File: src/rtl/pool_out_buffer.sv
// pool_out_buffer: FIFO between the pooling stage and the feature-map writer.
// Each accepted pooled value is tagged with its (row, col) position in the
// O x O pooled map (O = M/P) and a last-element flag. A registered stall
// request lets the controller gate the pooler before the FIFO overflows.
// Optional feature macro: POOL_OUT_BUF_RELU_EN (negative inputs stored as 0).
module pool_out_buffer #(
  parameter int M            = 4,
  parameter int P            = 2,
  parameter int dataWidth    = 16,
  parameter int DEPTH        = 8,
  parameter int STALL_MARGIN = 2,
  localparam int O  = M / P,
  localparam int TW = (O > 1) ? $clog2(O) : 1
) (
  input  logic                 clk,
  input  logic                 master_rst,
  input  logic [dataWidth-1:0] in_data,
  input  logic                 in_valid,
  output logic                 stall,
  output logic [dataWidth-1:0] m_data,
  output logic [TW-1:0]        m_row,
  output logic [TW-1:0]        m_col,
  output logic                 m_valid,
  input  logic                 m_ready,
  output logic                 m_last,
  output logic                 frame_done,
  output logic                 overflow
);

  localparam int AW = $clog2(DEPTH);
  localparam int CW = AW + 1;
  localparam int EW = dataWidth + 2 * TW + 1;

  logic [EW-1:0]        mem [DEPTH];
  logic [AW-1:0]        wr_ptr;
  logic [AW-1:0]        rd_ptr;
  logic [CW-1:0]        count;
  logic [CW-1:0]        count_next;
  logic [CW-1:0]        free_next;
  logic [TW-1:0]        wr_row;
  logic [TW-1:0]        wr_col;
  logic                 wr_last;
  logic                 full;
  logic                 wr_en;
  logic                 rd_en;
  logic [dataWidth-1:0] wr_data;
  logic [EW-1:0]        head;
  logic                 stall_q;
  logic                 frame_done_q;
  logic                 overflow_q;

  // Handshake decode: a full FIFO still accepts a write when the head pops
  // in the same cycle, so the slot freed by the read is reused at once.
  always_comb begin
    full    = (count == CW'(DEPTH));
    rd_en   = (count != '0) && m_ready;
    wr_en   = in_valid && (!full || rd_en);
    wr_last = (wr_row == TW'(O - 1)) && (wr_col == TW'(O - 1));
`ifdef POOL_OUT_BUF_RELU_EN
    wr_data = in_data[dataWidth-1] ? '0 : in_data;
`else
    wr_data = in_data;
`endif
    count_next = count;
    if (wr_en && !rd_en) begin
      count_next = count + CW'(1);
    end else if (rd_en && !wr_en) begin
      count_next = count - CW'(1);
    end
    free_next = CW'(DEPTH) - count_next;
  end

  // Storage array holds no control state, so it carries no reset.
  always_ff @(posedge clk) begin
    if (wr_en) begin
      mem[wr_ptr] <= {wr_data, wr_row, wr_col, wr_last};
    end
  end

  // Pointers, occupancy and the row/col tag counters of the write side.
  always_ff @(posedge clk or negedge master_rst) begin
    if (!master_rst) begin
      wr_ptr <= '0;
      rd_ptr <= '0;
      count  <= '0;
      wr_row <= '0;
      wr_col <= '0;
    end else begin
      count <= count_next;
      if (rd_en) begin
        rd_ptr <= rd_ptr + AW'(1);
      end
      if (wr_en) begin
        wr_ptr <= wr_ptr + AW'(1);
        if (wr_col == TW'(O - 1)) begin
          wr_col <= '0;
          wr_row <= wr_last ? '0 : wr_row + TW'(1);
        end else begin
          wr_col <= wr_col + TW'(1);
        end
      end
    end
  end

  // Status flags: stall tracks post-edge occupancy, frame_done pulses after
  // the last element leaves, overflow latches any dropped input.
  always_ff @(posedge clk or negedge master_rst) begin
    if (!master_rst) begin
      stall_q      <= 1'b0;
      frame_done_q <= 1'b0;
      overflow_q   <= 1'b0;
    end else begin
      stall_q      <= (free_next <= CW'(STALL_MARGIN));
      frame_done_q <= rd_en && head[0];
      if (in_valid && full && !rd_en) begin
        overflow_q <= 1'b1;
      end
    end
  end

  // Head entry is only presented while the FIFO holds data; zero otherwise.
  always_comb begin
    m_valid    = (count != '0);
    head       = m_valid ? mem[rd_ptr] : '0;
    m_data     = head[EW-1 -: dataWidth];
    m_row      = head[2*TW:TW+1];
    m_col      = head[TW:1];
    m_last     = head[0];
    stall      = stall_q;
    frame_done = frame_done_q;
    overflow   = overflow_q;
  end

endmodule
File: config.mk
export PLATFORM = sky130hd
export DESIGN_NAME = pool_out_buffer
export DESIGN_NICKNAME = d
export VERILOG_FILES = /design/src/rtl/pool_out_buffer.sv
export SDC_FILE = /design/constraint.sdc
export NUM_CORES = 1
export LEC_CHECK = 0
export ABC_CLOCK_PERIOD_IN_PS = 3330
export BUFFER_PORTS_ARGS = -buffer_cell sky130_fd_sc_hd__buf_2
export CAP_MARGIN = 20
export CORE_MARGIN = 2
export CORE_UTILIZATION = 40
export CTS_CLUSTER_DIAMETER = 80
export DETAILED_ROUTE_END_ITERATION = 6
export PLACE_DENSITY = 0.65
export RECOVER_POWER = 25
export SLEW_MARGIN = 30
export SYNTH_ARGS = -nofsm -noshare
export SYNTH_HDL_FRONTEND = slang
export SYNTH_SLANG_ARGS = --single-unit
File: constraint.sdc
create_clock -name clk -period 3.33 [get_ports clk]
set_input_delay 0.666 -clock clk [delete_from_list [all_inputs] [get_ports clk]]
set_output_delay 0.666 -clock clk [all_outputs]
set_load 0.05 [all_outputs]
==> impl_metrics.ini, run 1 <==
[setup_path]
rr_endpoint = stall$_DFF_PN0_
path_cells = inv_1 -> ha_1 -> nor3b_4 -> buf_4 -> nor2_1 -> buf_2
r2r-start = count[0]$_DFF_PN0_
worst_ep_required_time_ns = 2.66
critPathMaxFanout = 23
cp.arrival_ns = 2.20
endpoint_kind = primary output
cp-start-kind = register
critPathKind = register to primary output
rr_worst_depth = 8
ff2ff_setup_slack_ns = 0.90
slowest_delay_ns = 0.45
critPathSlowestCell = dfrtp_1

[yosys]
synth-seq-cells = 167
synth_warnings = 0
yosysTopAreaCell = edfxtp_1
synth_top_family_by_area = multiplexers
synth_compound_area_frac = 0.01364
synth_edf_count = 152
synthCells = 334
async_flop_share = 0.08982
synth_cell_type_count = 36
synth.area.top_cells = edfxtp_1 69%, mux4_2 13%, dfrtp_1 5.7%
avgSynthCellArea_um2 = 19.78
synth_area_um2 = 6606
synth_top_area_share = 0.6909
synthAdderAreaFrac = 0.007576
ys_seq_area_frac = 0.7477
syn_nets = 358
synth_most_common_cell = edfxtp_1
synthXorXnorAreaFrac = 0.009280
yosys-top-cells-count = 152 x edfxtp_1, 38 x mux4_2, 28 x nor2_1
synthSimpleGateAreaFrac = 0.04659
synthFlopType = edfxtp_1
muxShareOfSynthArea = 0.1616

[grt]
grt_overflow = 0
grt_max_degree = 41
grt_pass1_wl_um = 19330
grt_pass1_vias = 3383
antenna_found_initial = 0
groute.usage.overall = 0.1494

[timing]
setup_viol = 0
rsz0062_at_grt = false
layout_setup_ws_ns = 0.4689
finalSetupTns_ns = 0
fmax_mhz = 349.5
whs_ns = 0.3191
relSlewSlack = 0.4480
finClkSkew_ns = 0.01022
final-max-slew-violation-count = 0
min_period_over_period = 0.8592
timing_worst_slew_pin_value_ns = 0.8280
fin_crit_ns = 2.861
hold_viol_final = 0

[die]
die-area_um2 = 17560
initial_core_util = 0.4129
core-area_um2 = 16000
rows = 46
die_h_um = 132.5
die_w_um = 132.5
io_pins = 43

[final_layout]
antennaDiodeCount = 0
nets = 421
drive_gt1_frac = 0.3098
fin_area_um2 = 7746
n_fill_cell = 1365
areaGrowthSynthToFinish_pct = 17.25
final_core_util = 0.4841
final_cells = 626

[cts]
clock_latency_ns = 0.42
cts_buffers = 17
post_cts.repair.setup_buffers = 0
cts_tree = yes
postCtsHoldBufs = 0
clkTransAtPathRegs_ns = 0.06
clkSinkCount = 167
cts_resized = 0
cts_max_level = 4
cts_root_buf = clkbuf_16
clockBufferDepth = 2

[route]
vias = 3252
via_per_inst = 5.195
wire_per_inst_um = 19.61
finalWirelength_um = 12280
drc = 0
drt-pass1-iter-count = 6
ant_nets = 0
drt_iter0_markers = 263

[run_status]
outcome = finished, final reports clean

[place]
place_hpwl_um = 7209
routabilityCongestion = 0.8061
dp.cells = 594
port_buffers = 42
post-place-ws_ns = 0.8908
dpl_cell_area_um2 = 7208

[hold_path]
hold_path.class = primary input to asynchronous set/reset pin

[pwr]
powerDensity_nw_per_um2 = 980.0
power_switching_mw = 2.850
switching_share = 0.3754
leakagePower_nw = 2.667
p_seq_frac = 0.377
ir_worst_vdd_mv = 0.4360
clockPowerShare = 0.242
power.internal_mw = 4.741
p_total_mw = 7.591
comb_power_share = 0.382

[flow_run]
drv.max_cap_violation_count = 0
## layer usage
| metal | vias up | routed length [um] | GRT usage |
|---|---|---|---|
| li1 | 1468 | - | - |
| met1 | 1707 | 5511 | 0.1968 |
| met2 | 71 | 6177 | 0.2395 |
| met3 | 6 | 512 | 0.04713 |
| met4 | 0 | 76 | 0.04480 |
| met5 | - | 0 | 0 |
## cell families after synthesis
| family | count (synthesis) |
|---|---|
| AOI/OAI and AO/OA | 12 |
| DFF | 167 |
| and+or+nand+nor | 63 |
| xor gates and xnor gates | 7 |
| buffers and inverters | 22 |
| adders and majority gates | 4 |
| muxes | 59 |
## critical path, delay by kind of cell, from the launching register on
family / cells / cell delay (ns)
buffers and inverters: 3 / 0.68
flip-flops: 1 / 0.45
adder cells (fa/ha/maj): 1 / 0.31
AND/OR/NAND/NOR: 2 / 0.33
## sequential cells by signal, indices dropped and copies added, names as in the netlist
name / count
mem: 152
count: 4
rd_ptr: 3
wr_ptr: 3
frame_done: 1
overflow: 1
stall: 1
wr_col: 1
wr_row: 1
## power groups by stage
stage          Clock (mW)  Combinational (mW)  Sequential (mW)
3_3_place_gp            0                2.93             2.88
4_1_cts              1.87                2.96             2.86
5_1_grt              1.97                3.10             2.89
2_1_floorplan           0                2.18             2.89
6_report             1.83                2.90             2.86
3_5_place_dp            0                2.96             2.90
## final cells by class
class                      instances  area, um2  share of cell area
multi-input combinational        145       1608              0.2076
tap                              216      270.3             0.03489
inverter                           7      26.28            0.003392
sequential                       167       4941              0.6379
timing repair buffer              59      347.8             0.04490
clock inverter                    13      120.1             0.01551
clock buffer                      19      432.9             0.05589
## cells in the final DEF, fill, tap and decap left out, types with 2 or more instances in the layout
| cell | instances |
|---|---|
| nor3_2 | 2 |
| nor2_1 | 22 |
| a31o_1 | 2 |
| ha_1 | 4 |
| clkinv_2 | 3 |
| buf_2 | 30 |
| clkbuf_1 | 14 |
| mux2i_1 | 20 |
| inv_6 | 5 |
| nor2_2 | 6 |
| mux4_2 | 38 |
| nor4bb_1 | 2 |
| clkbuf_16 | 17 |
| inv_2 | 2 |
| xnor2_1 | 7 |
| nand3_1 | 2 |
| inv_1 | 5 |
| nand2b_1 | 5 |
| buf_12 | 2 |
| buf_4 | 15 |
| dfrtp_1 | 14 |
| nand2_1 | 13 |
| edfxtp_1 | 152 |
| nor3_1 | 4 |
## worst max path at each step
stage	endpoint	slack (ns)	depth (start not counted)	start
after floorplan	mem[0][0]$_DFFE_PP_	0.15	4	in_valid
after global placement	m_row	0.91	5	rd_ptr[1]$_DFFE_PN0N_
after detailed placement	m_row	0.89	5	rd_ptr[1]$_DFFE_PN0N_
after CTS	m_row	0.44	5	rd_ptr[1]$_DFFE_PN0N_
after global routing	m_data[15]	0.36	6	count[0]$_DFF_PN0_
final	m_data[10]	0.47	6	count[0]$_DFF_PN0_
(Power assumes the default switching activity.)
==> run 2, diff against run 1 <==
GPL_TIMING_DRIVEN = 0   (was default)
==> run 2 against run 1 <==
Die area did not move. Utilization rose by 1.1 points. Global-route usage rose by 0.54 points. Clock power rose by 9.8%. Via count rose by 2.2%.
==> impl_metrics.ini, run 2 (synthesis results as in run 1) <==
[route]
drc = 0
drt-pass1-iter-count = 4
vias = 3325
finalWirelength_um = 12820
wire_per_inst_um = 20.28
drt_iter0_markers = 240
ant_nets = 0
via_per_inst = 5.261

[final_layout]
nets = 427
fin_area_um2 = 7924
reg_top3 = mem (152), count (4)
areaGrowthSynthToFinish_pct = 19.94
final_core_util = 0.4952
drive_gt1_frac = 0.3053
layout_common_cells = 152 x edfxtp_1, 38 x mux4_2, 31 x buf_2
register_area_um2 = 4940
antennaDiodeCount = 0
largest_reg_flops = 152
largest-register = mem
final_cells = 632
final_common_cell = edfxtp_1
n_fill_cell = 1350
multiInputGateArea_um2 = 1632

[setup_path]
slowest_delay_ns = 0.53
crit_family = buffers and inverters
cp-start-kind = register
startpoint = rd_ptr[0]$_DFFE_PN0N_
cp.arrival_ns = 2.46
rr_worst_depth = 9
r2r-start = count[0]$_DFF_PN0_
critPathSlowestCell = mux4_2
path_cells = clkbuf_4 -> buf_4 -> mux4_2 -> mux2i_1 -> nor2_1 -> buf_2
critPathKind = register to primary output
worst_ep_required_time_ns = 2.66
path_buf_inv = 3
cp.depth = 6
critPathMaxFanout = 10
endpoint_kind = primary output

[grt]
grt_pass1_vias = 3429
gr-usage-met1 = 0.2046
grt_overflow = 0
met3_usage = 0.04636
grtUsageMet2 = 0.2395
groute.usage.overall = 0.1547
top_usage_layer = met2
antenna_found_initial = 0
grt_pass1_wl_um = 19670
grt_max_degree = 17

[pwr]
clockPowerShare = 0.255
ir_worst_vdd_mv = 0.4606
p_seq_frac = 0.360
switching_share = 0.3694
leakagePower_nw = 2.711
power_switching_mw = 2.917
comb_power_share = 0.385
powerDensity_nw_per_um2 = 996.5
power.internal_mw = 4.979
p_total_mw = 7.896

[die]
die_h_um = 132.5
io_pins = 43
rows = 46
die-area_um2 = 17560
initial_core_util = 0.4129
die_w_um = 132.5
core-area_um2 = 16000

[timing]
final-max-slew-violation-count = 0
min_period_over_period = 0.9374
fmax_mhz = 320.4
layout_setup_ws_ns = 0.2086
setup_viol = 0
relSlewSlack = 0.3880
fin_crit_ns = 3.121
hold_viol_final = 0
rsz0062_at_grt = false
finClkSkew_ns = 0.01936
timing_worst_slew_pin_value_ns = 0.9180

[run_status]
outcome = finished, final reports clean

[cts]
cts_buffers = 17
clkSinkCount = 167
cts_root_buf = clkbuf_16
clkTransAtPathRegs_ns = 0.06
cts_max_level = 4
clock_latency_ns = 0.44
clockBufferDepth = 2
cts_tree = yes

[place]
post-place-ws_ns = 0.1522
port_buffers = 40
place_hpwl_um = 8055
dpl_cell_area_um2 = 7318
dp.cells = 600
routabilityCongestion = 0.7896

[flow_run]
drv.max_cap_violation_count = 0

[hold_path]
hold_path.class = primary input to asynchronous set/reset pin
[run 2: cell types whose count changed in the layout (fill, tap and decap cells not counted), moves of 4 or more]
cell / before / now
nor2_2: 6 / 0
nor2_4: 0 / 6
buf_16: 0 / 5
clkbuf_2: 0 / 4
buf_4: 15 / 4
inv_6: 5 / 0
[run 2: routing by layer]
layer  vias to the layer above  part of all wire  wire length (um)
met3                        18             0.052               670
met5                         -                 0                 0
li1                       1473                 -                 -
met1                      1745              0.43              5563
met2                        89              0.49              6320
met4                         0             0.020               261
[run 2: per-stage QoR]
step           hold slack, ns  setup TNS, ns
3_3_place_gp           0.4361         -67.79
4_1_cts                0.1355              0
2_1_floorplan          0.3704              0
6_report               0.2873              0
5_1_grt                0.3859              0
3_5_place_dp           0.4476              0
[run 2: power by group through the flow]
stage	clock (mW)	sequential, mW	combinational, mW
6_report	2.01	2.84	3.04
5_1_grt	2.12	2.87	3.25
4_1_cts	2.04	2.84	3.08
3_5_place_dp	0	2.88	3.06
2_1_floorplan	0	2.89	2.18
3_3_place_gp	0	2.87	2.90
[run 2: layout make-up]
cell class                      count  share of cell area
Tap cell                          216             0.03411
Sequential cell                   167              0.6234
Clock inverter                     14             0.02305
Multi-Input combinational cell    145              0.2059
Timing Repair Buffer               50             0.04674
Buffer                             15            0.009316
Clock buffer                       18             0.05416
Inverter                            7            0.003316
[run 2: timing repair]
action	CTS	global route
hold buffers	0	0
pin swaps	0	0
setup buffers	0	0
setup endpoints to repair	10	10
resized for setup	4	3
[run 2: path summary, 6_finish.rpt]
kind	to	slack (ns)
min	frame_done$_DFF_PN0_	0.29
max	m_data[8]	0.21
max reg2reg	mem[1][13]$_DFFE_PP_	0.45
max in group asynchronous	count[3]$_DFF_PN0_	2.53
min in group clk	overflow$_DFFE_PN0P_	0.46
min reg2reg	overflow$_DFFE_PN0P_	0.46
[run 2: worst register-to-register path, delay by kind of cell (launching register included)]
family	cells	cell delay, ns
adders and majority gates	1	0.30
and+or+nand+nor	5	1.22
DFF	1	0.47
buffers and inverters	3	0.61
